--- src/rtl/cpu_defs.sv ---
// Shared CPU definitions: CP0 exception codes, CP0 register indices,
// the exception vector and the exception-controller FSM state type.
package cpu_defs;

    // ExcCode values written into Cause.ExcCode
    localparam logic [4:0] EXC_INT  = 5'h00;
    localparam logic [4:0] EXC_ADEL = 5'h04;
    localparam logic [4:0] EXC_ADES = 5'h05;
    localparam logic [4:0] EXC_SYS  = 5'h08;
    localparam logic [4:0] EXC_BP   = 5'h09;
    localparam logic [4:0] EXC_RI   = 5'h0A;
    localparam logic [4:0] EXC_OV   = 5'h0C;

    // CP0 register numbers, also the bit positions in the CP0 write-enable vector
    localparam int BADVADDR = 8;
    localparam int STATUS   = 12;
    localparam int CAUSE    = 13;
    localparam int EPC      = 14;

    localparam logic [31:0] EXC_VECTOR = 32'hBFC00380;

    typedef enum logic [1:0] {
        ST_IDLE   = 2'd0,
        ST_COMMIT = 2'd1,
        ST_SETTLE = 2'd2
    } exc_state_e;

endpackage

--- src/rtl/exception_ctrl_if.sv ---
// Bundle between the MEM/commit boundary, CP0 and the exception controller.
// slave: the exception controller; master: whatever drives the MEM side.
interface exception_ctrl_if #(
    parameter int WIDTH = 32
);
    logic             mem_valid;
    logic [WIDTH-1:0] mem_pc;
    logic             mem_in_delay_slot;
    logic [WIDTH-1:0] mem_addr;
    logic             exc_adel_if;
    logic             exc_ri;
    logic             exc_ov;
    logic             exc_sys;
    logic             exc_bp;
    logic             exc_adel_ld;
    logic             exc_ades;
    logic             is_eret;
    logic [5:0]       hw_int;
    logic             timer_int;
    logic [WIDTH-1:0] status_data;
    logic [WIDTH-1:0] cause_data;
    logic [WIDTH-1:0] epc_data;

    logic [WIDTH-1:0] cp0_we;
    logic [WIDTH-1:0] cp0_badaddr;
    logic [WIDTH-1:0] cp0_epc;
    logic [4:0]       cp0_exc_code;
    logic             cp0_branch_delay;
    logic [7:0]       cp0_int_enable;
    logic             cp0_exl;
    logic             cp0_ie;
    logic             flush;
    logic             redirect_valid;
    logic [WIDTH-1:0] redirect_pc;
    logic             busy;

    modport slave (
        input  mem_valid, mem_pc, mem_in_delay_slot, mem_addr,
        input  exc_adel_if, exc_ri, exc_ov, exc_sys, exc_bp, exc_adel_ld, exc_ades, is_eret,
        input  hw_int, timer_int, status_data, cause_data, epc_data,
        output cp0_we, cp0_badaddr, cp0_epc, cp0_exc_code, cp0_branch_delay,
        output cp0_int_enable, cp0_exl, cp0_ie, flush, redirect_valid, redirect_pc, busy
    );

    modport master (
        output mem_valid, mem_pc, mem_in_delay_slot, mem_addr,
        output exc_adel_if, exc_ri, exc_ov, exc_sys, exc_bp, exc_adel_ld, exc_ades, is_eret,
        output hw_int, timer_int, status_data, cause_data, epc_data,
        input  cp0_we, cp0_badaddr, cp0_epc, cp0_exc_code, cp0_branch_delay,
        input  cp0_int_enable, cp0_exl, cp0_ie, flush, redirect_valid, redirect_pc, busy
    );

endinterface

--- src/rtl/int_sync.sv ---
// Two-flop synchroniser for the asynchronous interrupt lines.
module int_sync #(
    parameter int W = 6
) (
    input  logic         clk,
    input  logic         rst,
    input  logic [W-1:0] async_in,
    output logic [W-1:0] sync_out
);

    logic [W-1:0] meta_q;
    logic [W-1:0] sync_q;

    // First flop may go metastable; second flop gives a clean level
    always_ff @(posedge clk or negedge rst) begin
        if (!rst) begin
            meta_q <= '0;
            sync_q <= '0;
        end else begin
            meta_q <= async_in;
            sync_q <= meta_q;
        end
    end

    assign sync_out = sync_q;

endmodule

--- src/rtl/exception_ctrl.sv ---
// Precise exception / interrupt arbiter at the MEM-commit boundary.
// Picks one event by fixed priority, then drives a one-cycle registered
// CP0 write and pipeline flush/redirect, followed by a settle cycle.
module exception_ctrl #(
    parameter int               WIDTH      = 32,
    parameter logic [WIDTH-1:0] EXC_VECTOR = cpu_defs::EXC_VECTOR
) (
    input  logic              clk,
    input  logic              rst,
    exception_ctrl_if.slave   bus
);
    import cpu_defs::*;

    exc_state_e       state_q, state_d;
    logic [5:0]       int_sync_q;
    logic [7:0]       ip;
    logic             int_pending;
    logic             any_exc;
    logic             take;

    logic [WIDTH-1:0] nx_we, nx_bad, nx_epc, nx_rpc;
    logic [4:0]       nx_code;
    logic             nx_bd, nx_exl, nx_ie;

    logic [WIDTH-1:0] we_q, bad_q, epc_q, rpc_q;
    logic [4:0]       code_q;
    logic [7:0]       im_q;
    logic             bd_q, exl_q, ie_q, flush_q;

    logic             unused_bits;
    assign unused_bits = ^{bus.cause_data[WIDTH-1:10], bus.cause_data[7:0],
                           bus.status_data[WIDTH-1:16], bus.status_data[7:2]};

    // Timer interrupt shares the IP7 line with hw_int[5]
    int_sync #(.W(6)) u_int_sync (
        .clk      (clk),
        .rst      (rst),
        .async_in ({bus.hw_int[5] | bus.timer_int, bus.hw_int[4:0]}),
        .sync_out (int_sync_q)
    );

    assign ip          = {int_sync_q, bus.cause_data[9:8]};
    assign int_pending = bus.status_data[0] & ~bus.status_data[1] & (|(ip & bus.status_data[15:8]));
    assign any_exc     = bus.exc_adel_if | bus.exc_ri | bus.exc_ov | bus.exc_sys |
                         bus.exc_bp | bus.exc_adel_ld | bus.exc_ades;
    assign take        = (state_q == ST_IDLE) & bus.mem_valid & (int_pending | any_exc | bus.is_eret);

    // FSM state register
    always_ff @(posedge clk or negedge rst) begin
        if (!rst) state_q <= ST_IDLE;
        else      state_q <= state_d;
    end

    // FSM next state: only IDLE waits; COMMIT and SETTLE each last one cycle
    always_comb begin
        state_d = state_q;
        case (state_q)
            ST_IDLE:   if (take) state_d = ST_COMMIT;
            ST_COMMIT: state_d = ST_SETTLE;
            ST_SETTLE: state_d = ST_IDLE;
            default:   state_d = ST_IDLE;
        endcase
    end

    // Priority encoder: interrupt first, then synchronous exceptions, then ERET
    always_comb begin
        nx_we   = '0;
        nx_bad  = '0;
        nx_epc  = '0;
        nx_rpc  = '0;
        nx_code = EXC_INT;
        nx_bd   = 1'b0;
        nx_exl  = 1'b0;
        nx_ie   = 1'b0;
        if (int_pending | any_exc) begin
            nx_we[STATUS] = 1'b1;
            nx_we[CAUSE]  = 1'b1;
            // With EXL already set the original EPC must survive
            nx_we[EPC]    = ~bus.status_data[1];
            nx_exl        = 1'b1;
            nx_ie         = bus.status_data[0];
            nx_epc        = bus.mem_pc;
            nx_bd         = bus.mem_in_delay_slot;
            nx_rpc        = EXC_VECTOR;
            if (int_pending) begin
                nx_code = EXC_INT;
            end else if (bus.exc_adel_if) begin
                nx_code          = EXC_ADEL;
                nx_bad           = bus.mem_pc;
                nx_we[BADVADDR]  = 1'b1;
            end else if (bus.exc_ri) begin
                nx_code = EXC_RI;
            end else if (bus.exc_ov) begin
                nx_code = EXC_OV;
            end else if (bus.exc_sys) begin
                nx_code = EXC_SYS;
            end else if (bus.exc_bp) begin
                nx_code = EXC_BP;
            end else if (bus.exc_adel_ld) begin
                nx_code          = EXC_ADEL;
                nx_bad           = bus.mem_addr;
                nx_we[BADVADDR]  = 1'b1;
            end else begin
                nx_code          = EXC_ADES;
                nx_bad           = bus.mem_addr;
                nx_we[BADVADDR]  = 1'b1;
            end
        end else if (bus.is_eret) begin
            nx_we[STATUS] = 1'b1;
            nx_exl        = 1'b0;
            nx_ie         = bus.status_data[0];
            nx_rpc        = bus.epc_data;
        end
    end

    // Output registers: loaded only on the take edge, so they are non-zero exactly in COMMIT
    always_ff @(posedge clk or negedge rst) begin
        if (!rst) begin
            we_q    <= '0;
            bad_q   <= '0;
            epc_q   <= '0;
            rpc_q   <= '0;
            code_q  <= '0;
            im_q    <= '0;
            bd_q    <= 1'b0;
            exl_q   <= 1'b0;
            ie_q    <= 1'b0;
            flush_q <= 1'b0;
        end else if (take) begin
            we_q    <= nx_we;
            bad_q   <= nx_bad;
            epc_q   <= nx_epc;
            rpc_q   <= nx_rpc;
            code_q  <= nx_code;
            im_q    <= bus.status_data[15:8];
            bd_q    <= nx_bd;
            exl_q   <= nx_exl;
            ie_q    <= nx_ie;
            flush_q <= 1'b1;
        end else begin
            we_q    <= '0;
            bad_q   <= '0;
            epc_q   <= '0;
            rpc_q   <= '0;
            code_q  <= '0;
            im_q    <= '0;
            bd_q    <= 1'b0;
            exl_q   <= 1'b0;
            ie_q    <= 1'b0;
            flush_q <= 1'b0;
        end
    end

    assign bus.cp0_we           = we_q;
    assign bus.cp0_badaddr      = bad_q;
    assign bus.cp0_epc          = epc_q;
    assign bus.cp0_exc_code     = code_q;
    assign bus.cp0_branch_delay = bd_q;
    assign bus.cp0_int_enable   = im_q;
    assign bus.cp0_exl          = exl_q;
    assign bus.cp0_ie           = ie_q;
    assign bus.flush            = flush_q;
    assign bus.redirect_valid   = flush_q;
    assign bus.redirect_pc      = rpc_q;
    assign bus.busy             = (state_q != ST_IDLE);

endmodule

--- src/flat_wrapper.sv ---
// flat-port wrapper written by rule: the top's interface ports become plain ports
module exception_ctrl_flat import cpu_defs::*;
#(
    parameter int               WIDTH      = 32,
    parameter logic [WIDTH-1:0] EXC_VECTOR = cpu_defs::EXC_VECTOR
)
  (clk, rst, bus_mem_valid, bus_mem_pc, bus_mem_in_delay_slot, bus_mem_addr, bus_exc_adel_if, bus_exc_ri, bus_exc_ov, bus_exc_sys, bus_exc_bp, bus_exc_adel_ld, bus_exc_ades, bus_is_eret, bus_hw_int, bus_timer_int, bus_status_data, bus_cause_data, bus_epc_data, bus_cp0_we, bus_cp0_badaddr, bus_cp0_epc, bus_cp0_exc_code, bus_cp0_branch_delay, bus_cp0_int_enable, bus_cp0_exl, bus_cp0_ie, bus_flush, bus_redirect_valid, bus_redirect_pc, bus_busy);
  exception_ctrl_if #(.WIDTH(WIDTH)) bus_i ();
  input  logic clk;
  input  logic rst;
  input wire logic [$bits(bus_i.mem_valid)-1:0] bus_mem_valid;
  input wire logic [$bits(bus_i.mem_pc)-1:0] bus_mem_pc;
  input wire logic [$bits(bus_i.mem_in_delay_slot)-1:0] bus_mem_in_delay_slot;
  input wire logic [$bits(bus_i.mem_addr)-1:0] bus_mem_addr;
  input wire logic [$bits(bus_i.exc_adel_if)-1:0] bus_exc_adel_if;
  input wire logic [$bits(bus_i.exc_ri)-1:0] bus_exc_ri;
  input wire logic [$bits(bus_i.exc_ov)-1:0] bus_exc_ov;
  input wire logic [$bits(bus_i.exc_sys)-1:0] bus_exc_sys;
  input wire logic [$bits(bus_i.exc_bp)-1:0] bus_exc_bp;
  input wire logic [$bits(bus_i.exc_adel_ld)-1:0] bus_exc_adel_ld;
  input wire logic [$bits(bus_i.exc_ades)-1:0] bus_exc_ades;
  input wire logic [$bits(bus_i.is_eret)-1:0] bus_is_eret;
  input wire logic [$bits(bus_i.hw_int)-1:0] bus_hw_int;
  input wire logic [$bits(bus_i.timer_int)-1:0] bus_timer_int;
  input wire logic [$bits(bus_i.status_data)-1:0] bus_status_data;
  input wire logic [$bits(bus_i.cause_data)-1:0] bus_cause_data;
  input wire logic [$bits(bus_i.epc_data)-1:0] bus_epc_data;
  output wire logic [$bits(bus_i.cp0_we)-1:0] bus_cp0_we;
  output wire logic [$bits(bus_i.cp0_badaddr)-1:0] bus_cp0_badaddr;
  output wire logic [$bits(bus_i.cp0_epc)-1:0] bus_cp0_epc;
  output wire logic [$bits(bus_i.cp0_exc_code)-1:0] bus_cp0_exc_code;
  output wire logic [$bits(bus_i.cp0_branch_delay)-1:0] bus_cp0_branch_delay;
  output wire logic [$bits(bus_i.cp0_int_enable)-1:0] bus_cp0_int_enable;
  output wire logic [$bits(bus_i.cp0_exl)-1:0] bus_cp0_exl;
  output wire logic [$bits(bus_i.cp0_ie)-1:0] bus_cp0_ie;
  output wire logic [$bits(bus_i.flush)-1:0] bus_flush;
  output wire logic [$bits(bus_i.redirect_valid)-1:0] bus_redirect_valid;
  output wire logic [$bits(bus_i.redirect_pc)-1:0] bus_redirect_pc;
  output wire logic [$bits(bus_i.busy)-1:0] bus_busy;
  assign bus_i.mem_valid = bus_mem_valid;
  assign bus_i.mem_pc = bus_mem_pc;
  assign bus_i.mem_in_delay_slot = bus_mem_in_delay_slot;
  assign bus_i.mem_addr = bus_mem_addr;
  assign bus_i.exc_adel_if = bus_exc_adel_if;
  assign bus_i.exc_ri = bus_exc_ri;
  assign bus_i.exc_ov = bus_exc_ov;
  assign bus_i.exc_sys = bus_exc_sys;
  assign bus_i.exc_bp = bus_exc_bp;
  assign bus_i.exc_adel_ld = bus_exc_adel_ld;
  assign bus_i.exc_ades = bus_exc_ades;
  assign bus_i.is_eret = bus_is_eret;
  assign bus_i.hw_int = bus_hw_int;
  assign bus_i.timer_int = bus_timer_int;
  assign bus_i.status_data = bus_status_data;
  assign bus_i.cause_data = bus_cause_data;
  assign bus_i.epc_data = bus_epc_data;
  assign bus_cp0_we = bus_i.cp0_we;
  assign bus_cp0_badaddr = bus_i.cp0_badaddr;
  assign bus_cp0_epc = bus_i.cp0_epc;
  assign bus_cp0_exc_code = bus_i.cp0_exc_code;
  assign bus_cp0_branch_delay = bus_i.cp0_branch_delay;
  assign bus_cp0_int_enable = bus_i.cp0_int_enable;
  assign bus_cp0_exl = bus_i.cp0_exl;
  assign bus_cp0_ie = bus_i.cp0_ie;
  assign bus_flush = bus_i.flush;
  assign bus_redirect_valid = bus_i.redirect_valid;
  assign bus_redirect_pc = bus_i.redirect_pc;
  assign bus_busy = bus_i.busy;
  exception_ctrl #(.WIDTH(WIDTH), .EXC_VECTOR(EXC_VECTOR)) u_core (.clk(clk), .rst(rst), .bus(bus_i));
endmodule
--- config.mk ---
export PLATFORM = sky130hd
export DESIGN_NAME = exception_ctrl_flat
export DESIGN_NICKNAME = d
export VERILOG_FILES = /design/src/rtl/cpu_defs.sv /design/src/rtl/exception_ctrl_if.sv /design/src/rtl/int_sync.sv /design/src/rtl/exception_ctrl.sv /design/src/flat_wrapper.sv
export SDC_FILE = /design/constraint.sdc
export NUM_CORES = 1
export LEC_CHECK = 0
export CAP_MARGIN = 20
export CELL_PAD_IN_SITES_DETAIL_PLACEMENT = 1
export CELL_PAD_IN_SITES_GLOBAL_PLACEMENT = 1
export CORE_ASPECT_RATIO = 0.7
export CORE_MARGIN = 3
export CORE_UTILIZATION = 27
export DETAILED_ROUTE_END_ITERATION = 10
export PLACE_DENSITY_LB_ADDON = 0.25
export SLEW_MARGIN = 20
export SYNTH_ARGS = -nofsm -noshare
export SYNTH_HDL_FRONTEND = slang
export SYNTH_SLANG_ARGS = --single-unit
--- constraint.sdc ---
create_clock -name clk -period 2.05 [get_ports clk]
set_clock_uncertainty 0.1 [all_clocks]
set_input_delay 0.41 -clock clk [delete_from_list [all_inputs] [get_ports clk]]
set_output_delay 0.41 -clock clk [all_outputs]
set_load 0.01 [all_outputs]
## Word level (Yosys, flattened, before mapping)

Cells that the tools add are included.

- Output and inout port bits: 147
- Input bits: 179
- Register bits after elaboration: 159
- Word-level logic and storage cells: 77

- Bitwise gates (word level): 15
- Eq/ne operators: 2
- Reduce and logical (&&, ||, !) cells: 3
- Multiplexer cells: 44

Operator list:

| operator | count |
|---|---|
| $mux W32 | 13 |
| $mux W5 | 8 |
| $mux W1 | 18 |
| $mux W15 | 1 |
| $or A1 B1 Y1 | 9 |
| $and A8 B8 Y8 | 1 |
| $mux W8 | 1 |
| $reduce_or A8 Y1 | 1 |
| $and A1 B1 Y1 | 4 |
| $mux W2 | 2 |
| $pmux W2 S2 | 1 |
| $eq A2 B1 Y1 const B | 1 |
| $logic_not A2 Y1 | 1 |
| $ne A2 B1 Y1 const B | 1 |
| $reduce_bool A2 Y1 | 1 |
| $not A1 Y1 | 1 |

## Logic depth before layout (Yosys ltp)

Gate-level depths: netlist of run 1.

- Word-level depth: 11
- Mapped depth: 7
- Depth with buffers taken out: 3

## Modules after synthesis

A second synthesis of run 1 with hierarchy kept.

- Cell total of the unflattened synthesis: 512
- Area, all modules: 5,385.2 um^2

Modules (own cells, without submodules):

| module | times used | cells each | area each (um^2) |
|---|---|---|---|
| exception_ctrl | 1 | 500 | 5,084.9 |
| int_sync | 1 | 12 | 300.3 |

## Worst setup path after synthesis of run 1

No wires, ideal clock.

- Kind: input port to flip-flop
- From: input port bus_exc_ri
- To: register u_core.epc_q[20] (netlist: u_core.bus.cp0_epc[20])
- Slack: 186 ps
- Arrival: 1,625 ps
- Path buffers: 3
- Stages on the path: 6
- Setup time: 138 ps
- Cell sequence: or4_1 buf_2 o21ai_2 buf_6 buf_4 o22ai_1

- Cells in the longest elaborated chain, start to end: 10
- Elaborated cells between the ends (all ways): 11

RTL lines:

| what | line | source |
|---|---|---|
| start, declared | flat_wrapper.sv:16 | `input wire logic [$bits(bus_i.exc_ri)-1:0] bus_exc_ri;` |
| $or A1 B1 Y1 (*) (4 in series) | exception_ctrl.sv:44 | `assign any_exc = bus.exc_adel_if \| bus.exc_ri \| bus.exc_ov \| bus.exc_sys \|` |
| $or A1 B1 Y1 (*) (2 in series) | exception_ctrl.sv:45 | `bus.exc_bp \| bus.exc_adel_ld \| bus.exc_ades;` |
| $or A1 B1 Y1 (*) | exception_ctrl.sv:46, exception_ctrl.sv:75 |  |
| $or A1 B1 Y1 | exception_ctrl.sv:46 | `assign take = (state_q == ST_IDLE) & bus.mem_valid & (int_pending \| any_exc \| bus.is_eret);` |
| $and A1 B1 Y1 | exception_ctrl.sv:46 |  |
| $mux W32 (*) | exception_ctrl.sv:129 | `end else if (take) begin` |
| end signal, assigned | exception_ctrl.sv:132 | `epc_q <= nx_epc;` |
| end, declared | exception_ctrl.sv:25 | `logic [WIDTH-1:0] we_q, bad_q, epc_q, rpc_q;` |

Every way passes the cells marked *; elsewhere a longest branch is shown, timed or not.
A chain may end at the register's enable or synchronous reset.

## Final worst setup path of run 1

- From: input port bus_exc_ri
- To: register u_core.im_q[1] (netlist: u_core.bus.cp0_int_enable[1])

- Cells in the longest elaborated chain, start to end: 10

RTL lines:

| what | line | source |
|---|---|---|
| $or A1 B1 Y1 (4 in series) | exception_ctrl.sv:44 |  |
| $or A1 B1 Y1 (2 in series) | exception_ctrl.sv:45 |  |
| $or A1 B1 Y1 (2 in series) | exception_ctrl.sv:46 |  |
| $and A1 B1 Y1 | exception_ctrl.sv:46 |  |
| $mux W8 | exception_ctrl.sv:129 |  |
| end signal, assigned | exception_ctrl.sv:135 | `im_q <= bus.status_data[15:8];` |
| end, declared | exception_ctrl.sv:27 | `logic [7:0] im_q;` |

Every way passes these cells.

==> results of run 1 <==
==> power by group through the flow <==
stage / clock network (mW) / registers [mW] / logic (mW)
floorplan: 0 / 3.29 / 0.805
global placement: 0 / 3.10 / 2.43
detailed placement: 0 / 3.12 / 2.48
CTS: 3.30 / 3.08 / 2.49
global route: 3.42 / 3.11 / 2.64
finish: 3.22 / 3.08 / 2.45
==> final cells by class <==
| cell class | instances | area, um2 | area share (%) |
|---|---|---|---|
| sequential | 128 | 3200 | 35.5 |
| clock buffer | 18 | 429 | 4.76 |
| tap | 264 | 330 | 3.66 |
| timing repair buffer | 299 | 2990 | 33.1 |
| inverter | 35 | 131 | 1.46 |
| clock inverter | 13 | 188 | 2.08 |
| multi-input combinational | 296 | 1750 | 19.4 |
==> kinds of logic after synthesis <==
logic type,after synthesis,synth area share (%)
buffers and inverters,116,11.1
other,1,0.0696
and+or+nand+nor,159,15.4
DFF,128,59.5
AOI/OAI and AO/OA,108,14.0
==> sequential cells by signal, summed over array words and instances, names as in the netlist <==
| name | flops |
|---|---|
| u_core.bus.cp0_badaddr | 32 |
| u_core.bus.cp0_branch_delay | 1 |
| u_core.bus.cp0_epc | 32 |
| u_core.bus.cp0_exc_code | 4 |
| u_core.bus.cp0_ie | 1 |
| u_core.bus.cp0_int_enable | 8 |
| u_core.bus.cp0_we | 4 |
| u_core.bus.redirect_pc | 32 |
| u_core.state_q | 2 |
| u_core.u_int_sync.meta_q | 6 |
| u_core.u_int_sync.sync_out | 6 |
==> worst max-delay path by stage <==
stage,start,end,cells past startpoint
2_1_floorplan,bus_exc_ri,u_core.bus.cp0_epc[20],6
3_3_place_gp,bus_exc_ri,u_core.bus.cp0_ie,5
3_5_place_dp,bus_exc_ri,u_core.bus.cp0_int_enable[5],5
4_1_cts,bus_exc_ri,u_core.bus.cp0_int_enable[4],5
5_1_grt,bus_exc_ri,u_core.bus.cp0_int_enable[1],5
6_report,bus_exc_ri,u_core.bus.cp0_int_enable[1],5
==> metal layers <==
layer	track usage (%)	vias up	routed length, um
met5	0	-	17
li1	-	2272	-
met1	23.6	2522	8980
met4	5.83	2	274
met3	5.61	22	1460
met2	31.0	211	9640
==> cells in the final DEF, fill, tap and decap left out, types with 2 or more instances in the layout <==
cell             instances
nand2_1                 46
bufinv_16                4
nor2_1                   3
o22ai_1                 34
clkinv_4                 5
or2_2                    2
clkdlybuf4s50_1        241
buf_12                  11
a22oi_1                  4
o211ai_1                14
o21ai_0                 10
clkbuf_16               17
dfrtp_1                128
o311ai_1                 3
a211oi_1                33
nand3_1                 73
conb_1                  29
nor3b_1                 20
clkinv_2                 3
buf_4                   43
inv_1                   34
o311ai_0                 6
nor3_1                   2
==> what timing repair did <==
item,CTS,global route
buffers inserted,0,2
pin swaps,0,1
resized for setup,3,2
setup endpoints to repair,5,3
endpoints found under the hold margin,26,0
hold buffers,1,0
==> results.md, run 1 <==
- Status: complete, no violations
- H-tree depth: 4
- Net count reported at finish: around 960
- Leading area contributor after synthesis: dfrtp_1
- CP delay by family, top: buffers and inverters
- Core area: approximately 19000 um2
- Initial cell density of the core: 28.0%
- RR Endpoint: u_core.bus.redirect_pc[2]
- GR Util All Layers: 18.6%
- Post-DP HPWL: 14.8 mm
- Gpl congestion: 0.765
- Syn Area/Cell: 10.5 um2
- Crit path buffers/inverters: 2
- Fin Hold WS: around 0.24 ns
- Max stage delay on crit path: about 0.6 ns
- Remaining global-route overflow: 0
- Logic pwr share: 28.0%
- Worst-Skew Late Latency: between 0.4 and 0.5 ns
- CP max stage cell: or4_4
- Fin util: 46.9%
- Count of cell types in the netlist: 36
- Drt via density: about 4.8
- Reg2reg start: u_core.state_q[1]
- Yosys reg bits: 128
- Port Buf Inserts: 244
- Final hold vios: 0
- Vias in the first global route: around 5400
- TritonCTS Sinks: 128
- Share of cells above drive strength 1: 12.2%
- WS Path Type: in -> reg
- Antenna diodes: 0
- Vias: approximately 5000
- Final setup TNS: 0 ns
- DRC: 0
- WP data arrival: ~2.2 ns
- ANT nets after route: 0
- Register share of total power: 35.2%
- Global-route wire length before repair: 31.2 mm
- Die height: 124 um
- Initial antenna violation count: 1
- Rows: 42
- Clock power share: 36.8%
- Hold Path Depth: 0
- Largest net degree at the start of global routing: 53
- Area growth syn-to-layout: 67.6%
- Setup slack at placement: -0.464 ns
- Hold EP: u_core.u_int_sync.sync_out[1]
- Placed cell area: ~8400 um2
- Worst hold path startpoint: u_core.u_int_sync.meta_q[1]
- Synth warn: 0
- Die area: 21700 um2
- Final instance area: 9020 um2
- CP max FO: 7
- R2r worst-path depth: 5
- Switch share: between 20 and 30%
- TritonCTS clock tree: yes
- Switching power: approximately 2.5 mW
- Worst path cell trace: clkdlybuf4s50_1 > or4_4 > buf_4 > o311ai_0 > o21ai_0
- Drt first-iter violations: around 260
- # setup viols final: 0
- Setup crit end kind: flop
- Synth Instances: 512
- Drt first pass iters: 5
- RSZ-0062 raised after global routing: no
- Peak Freq: 499 MHz
- Fin crit period: 2.00 ns
- WL/cell: 19.3 um
- Fin cells: 1053
- Slew Limit Fails: 0
- Int Power: around 6.2 mW
- Top post-synthesis cells by area: dfrtp_1, nand3_1, buf_4
- R2R setup slack: 0.20 ns
- Synth Flop Type: dfrtp_1
- Startpoint Class: primary input
- EDFF count, synth: 0
- Critical Path RT: 2.21 ns
- Fill count: 2101
- Power consumption: 8.75 mW
- Yosys top cell area share: roughly 60%
- Max Root-Sink Buffers: 2
- Worst-path clk slew: 0.06 ns
- Crit share post-route: 97.8%
- Type of the most critical hold path: reg -> reg
- IO Count: 326
- Most instantiated library cell after synthesis: dfrtp_1
- Final WS setup: 0.0459 ns
- Sequential cell area fraction in the yosys report: 59.5%
- Num CTS Buffers: 17
- Cell Area, Synth: 5390 um2
- CTS root buf: clkbuf_16
- FFs w/ async S/R, synth: between 90% and 100%
- Routed WL: 20.4 mm
- Cell count after placement: slightly above 1000
- Die Width: 175 um
- Max VDD drop: 0.526 mV
- Commonest cells post-synth: dfrtp_1, nand3_1, nand2_1
- Pwr/cell area: slightly below 1000 nW/um2
- Leak: 3.84 nW
- MaxCap Viol Count: 0
(Power assumes the default switching activity.)
==> run 2, diff against run 1 <==
Settings changed: CORE_MARGIN 3 to 10.
==> run 2 against run 1 <==
Utilization is 0.51 points lower. Non-clock buffer count is 4 higher. Clock power is 3% lower. Register-to-register slack better by 0.12 ns. Critical path depth is 2 higher. Critical endpoint is now u_core.bus.cp0_epc[20]. Largest power group unchanged. Highest routed layer is now met4.
==> results.md, run 2 (same netlist as run 1, synthesis figures left out) <==
- Status: complete, no violations
- Logic pwr share: 30.4%
- Peak Freq: 494 MHz
- Die height: 138 um
- WP data arrival: around 2.2 ns
- Vias in the first global route: 5641
- Largest net degree at the start of global routing: 54
- Setup crit end kind: flop
- Most frequent cells in the layout: clkdlybuf4s50_1, dfrtp_1, nand3_1, nand2_1, buf_4
- H-tree depth: 4
- Area growth syn-to-layout: 69.7%
- Routed WL: 22.8 mm
- RSZ-0062 raised after global routing: no
- Drt first-iter violations: 195
- Final instance area: 9140 um2
- Placed cell area: 8400 um2
- Register share of total power: 34.6%
- Final setup TNS: 0 ns
- Switching power: 2.68 mW
- Port Buf Inserts: 244
- Drt via density: 4.68
- Fill count: 2187
- Leak: 3.87 nW
- Critical Path RT: 2.24 ns
- Worst-path clk slew: 0.06 ns
- Most common cell after layout, fill and taps aside: clkdlybuf4s50_1
- Num CTS Buffers: 17
- Fin cells: 1065
- Global-route wire length before repair: 34.6 mm
- Fin crit period: 2.02 ns
- WL/cell: 21.4 um
- Die area: 26100 um2
- Setup slack at placement: -0.446 ns
- GR Util All Layers: 16.9%
- Initial antenna violation count: 0
- Cell count after placement: 1026
- Type of the most critical hold path: reg -> reg
- Vias: 4989
- Drt first pass iters: 4
- Final hold vios: 0
- Clock power share: between 30% and 40%
- Crit share post-route: 98.7%
- Switch share: 30.1%
- Initial cell density of the core: 27.3%
- Max VDD drop: between 0.3 and 0.4 mV
- CP max FO: 16
- Startpoint Class: primary input
- Worst-Skew Late Latency: 0.42 ns
- WS Path Type: in -> reg
- Max Root-Sink Buffers: 2
- DRC: 0
- Fin Hold WS: around 0.25 ns
- ANT nets after route: 0
- TritonCTS clock tree: yes
- Gpl congestion: 0.766
- MaxCap Viol Count: 0
- TritonCTS Sinks: 128
- IO Count: between 300 and 400
- Net count reported at finish: between 900 and 1000
- Rows: 43
- Slew Limit Fails: 0
- Share of cells above drive strength 1: 12.8%
- Int Power: 6.22 mW
- CTS root buf: clkbuf_16
- Pwr/cell area: slightly below 1000 nW/um2
- # setup viols final: 0
- Remaining global-route overflow: 0
- Core area: 19700 um2
- Final WS setup: 0.0271 ns
- Post-DP HPWL: 16.6 mm
- Die Width: 189 um
## run 2: changes by cell type in the layout (fill, tap and decap cells not counted), sizes merged
cell | before | now
clkinvlp | 0 | 3
buf | 56 | 57
clkinv | 9 | 5
clkbuf | 18 | 22
bufinv | 4 | 2
diode | 0 | 1
inv | 35 | 38
## run 2: path summary, 6_finish.rpt
check / start / end / slack [ns] / cells past startpoint
worst max-delay path: bus_exc_ri / u_core.bus.cp0_epc[20] / 0.03 / 7
worst min-delay path: u_core.u_int_sync.meta_q[1] / u_core.u_int_sync.sync_out[1] / 0.25 / 0
worst max register to register: u_core.state_q[0] / u_core.bus.cp0_badaddr[25] / 0.32 / 5
worst min register to register: u_core.u_int_sync.meta_q[1] / u_core.u_int_sync.sync_out[1] / 0.25 / 0
max in group asynchronous: rst / u_core.bus.cp0_epc[31] / 0.86 / 3
min in group asynchronous: rst / u_core.bus.cp0_badaddr[22] / 0.37 / 2
## run 2: stage by stage
step | utilization (%) | power (mW)
floorplan | - | 4.09
global route | 46.4 | 9.34
finish | 46.4 | 8.90
detailed placement | 42.7 | 5.66
CTS | 45.8 | 8.81
global placement | 42.7 | 5.59
## run 2: area by class of cell
cell class	instances	area, um2	share of cell area, %
flip-flops and latches	128	3200	35.1
repair buffers	303	3100	33.9
multi-input cells	296	1760	19.2
clock buffers	19	453	4.96
well taps	270	338	3.70
clock inverters	13	151	1.66
inverters	35	131	1.44
diodes	1	2.50	0.0274
## run 2: power groups by stage
| stage | Combinational [mW] | Sequential [mW] | Clock [mW] |
|---|---|---|---|
| after global routing | 2.91 | 3.12 | 3.32 |
| after detailed placement | 2.53 | 3.13 | 0 |
| final | 2.71 | 3.08 | 3.11 |
| after CTS | 2.54 | 3.08 | 3.19 |
| after floorplan | 0.805 | 3.29 | 0 |
| after global placement | 2.48 | 3.11 | 0 |
## run 2: critical path, stage by stage
cell and delay, ns:
clkdlybuf4s50_1 0.44, or4_1 0.57, buf_6 0.18, o21ai_4 0.17, buf_12 0.16, clkbuf_16 0.18, o22ai_1 0.09
## run 2: routing by layer
metal,global-route usage [%],up-vias,part of all wire [%],wire length [um]
met2,27.0,193,46,10600
met1,20.9,2496,45,10300
met3,7.04,14,7.8,1770
met4,3.29,0,0.88,200
li1,-,2286,-,-
met5,0,-,0,0
## run 2: what timing repair did
item / CTS / global route
hold buffers: 1 / 0
cloned: 0 / 4
resized for setup: 2 / 2
hold endpoints to repair: 34 / 0
endpoints found under the setup margin: 18 / 49
pin swaps: 1 / 1
buffers inserted: 0 / 1
==> run 3, diff against run 2 <==
Settings changed: SKIP_LAST_GASP set to 1.
==> run 3 against run 2 <==
First-iteration DRC count fell by 1.0%. Register-to-register slack hardly changed. Sequential power is essentially flat. Utilization about the same. Design area about the same. Power is essentially flat. Fmax is 0.29% higher. Global-route usage unchanged. Largest power group unchanged. Worst setup slack improved by 0.0058 ns. Cell count stayed put. Clock power about the same. Hold slack hardly changed.
==> results.md, run 3 (same netlist as run 1, synthesis figures left out) <==
- Status: complete, no violations
- Global-route wire length before repair: about 35 mm
- Die height: 138 um
- Pwr/cell area: between 900 and 1000 nW/um2
- # setup viols final: 0
- TritonCTS Sinks: 128
- Initial antenna violation count: 0
- Placed cell area: 8400 um2
- Vias: between 4000 and 5000
- ANT nets after route: 0
- Gpl congestion: 0.766
- Routed WL: 22.8 mm
- Initial cell density of the core: 27.3%
- Port Buf Inserts: 244
- Worst hold path startpoint: u_core.u_int_sync.meta_q[1]
- Final setup TNS: 0 ns
- Gr busiest metal: met2
- CTS root buf: clkbuf_16
- Setup crit end kind: flop
- H-tree depth: 4
- Hold EP: u_core.u_int_sync.sync_out[1]
- Num CTS Buffers: 17
- Most frequent cells in the layout: clkdlybuf4s50_1, dfrtp_1, nand3_1, nand2_1, buf_4
- Type of the most critical hold path: reg -> reg
- DRC: 0
- Cell count after placement: between 1000 and 1500
- M1 GR Usage: 20.9%
- Slew Limit Fails: 0
- Critical Path RT: 2.24 ns
- Hold Path Depth: 0
- Fin util: 46.4%
- Leak: 3.87 nW
- Remaining global-route overflow: 0
- WP data arrival: 2.21 ns
- Largest net degree at the start of global routing: 54
- GR Util All Layers: 16.9%
- WS Path Type: in -> reg
- Vias in the first global route: 5641
- Power consumption: just under 9 mW
- Net count reported at finish: between 900 and 1000
- Reg2reg start: u_core.state_q[0]
- IO Count: ~330
- WL/cell: 21.4 um
- CP max FO: 16
- Fill count: 2188
- Rows: 43
- MaxCap Viol Count: 0
- Max VDD drop: 0.400 mV
- Drt via density: 4.69
- Final instance area: a little over 9000 um2
- Worst-Skew Late Latency: between 0.4 and 0.5 ns
- Crit share post-route: 98.4%
- Area growth syn-to-layout: 69.6%
- TritonCTS clock tree: yes
- RR Endpoint: u_core.bus.cp0_badaddr[25]
- Met3 usage: 7.04%
- Fin crit period: approximately 2.0 ns
- R2r worst-path depth: 5
- Drt first-iter violations: 193
- Met2 usage: between 20% and 30%
- R2R setup slack: 0.33 ns
- Share of cells above drive strength 1: 12.8%
- Fin cells: about 1100
- Startpoint Class: primary input
- Core area: 19700 um2
- Max Root-Sink Buffers: 2
- RSZ-0062 raised after global routing: no
- Most common cell after layout, fill and taps aside: clkdlybuf4s50_1
- Final hold vios: 0
- Post-DP HPWL: between 15 and 20 mm
- Drt first pass iters: 4
- Worst-path clk slew: about 0.06 ns
- Peak Freq: 496 MHz
- Die Width: 189 um
- Die area: 26100 um2
[run 3: cell types whose count changed in the layout (fill, tap and decap cells not counted)]
| cell | before | now |
|---|---|---|
| buf_4 | 41 | 42 |
| o311ai_0 | 9 | 8 |
| buf_6 | 3 | 2 |
| o311ai_1 | 0 | 1 |
[run 3: area by class of cell]
cell class                      count  area [um2]  share of cell area [%]
Multi-Input combinational cell    296        1760                    19.2
Antenna cell                        1        2.50                  0.0274
Sequential cell                   128        3200                    35.1
Clock buffer                       19         453                    4.96
Clock inverter                     13         151                    1.66
Tap cell                          270         338                    3.70
Inverter                           35         131                    1.44
Timing Repair Buffer              303        3100                    33.9
[run 3: worst max path at each step]
stage                     from                     end  depth (start not counted)
floorplan           bus_exc_ri  u_core.bus.cp0_epc[20]                          6
global placement    bus_exc_ri   u_core.bus.cp0_epc[7]                          6
detailed placement  bus_exc_ri  u_core.bus.cp0_epc[12]                          6
CTS                 bus_exc_ri  u_core.bus.cp0_epc[12]                          6
global route        bus_exc_ri  u_core.bus.cp0_epc[20]                          7
finish              bus_exc_ri  u_core.bus.cp0_epc[20]                          7
[run 3: power by group]
group          switching [mW]  internal [mW]  leakage, nW  total [mW]
Clock                    1.24           1.88        0.288        3.11
Sequential              0.156           2.92         1.70        3.08
Combinational            1.29           1.42         1.88        2.71
[run 3: per-stage QoR]
step                      worst slack [ns]  hold slack, ns
after floorplan                      0.186          0.0144
after global placement              -0.374           0.235
after detailed placement            -0.446           0.237
after CTS                          -0.0255           0.251
after global routing               0.00556           0.260
final                               0.0329           0.249
[run 3: repair_timing]
action | 4_1_cts | 5_1_grt
hold buffers | 1 | 0
endpoints found under the hold margin | 34 | 0
pin swaps | 0 | 1
endpoints found under the setup margin | 18 | 59
gates resized for setup | 1 | 3
gates cloned | 0 | 4
setup buffers | 0 | 1
[run 3: per-layer routing]
metal | up-vias | routed length [um]
li1 | 2287 | -
met1 | 2504 | 10300
met2 | 186 | 10500
met3 | 14 | 1750
met4 | 0 | 200
met5 | - | 0
[run 3: critical path: stages]
cell and delay [ns]:
clkdlybuf4s50_1 0.44, or4_1 0.55, buf_4 0.20, o21ai_4 0.15, buf_12 0.16, clkbuf_16 0.18, o22ai_1 0.09
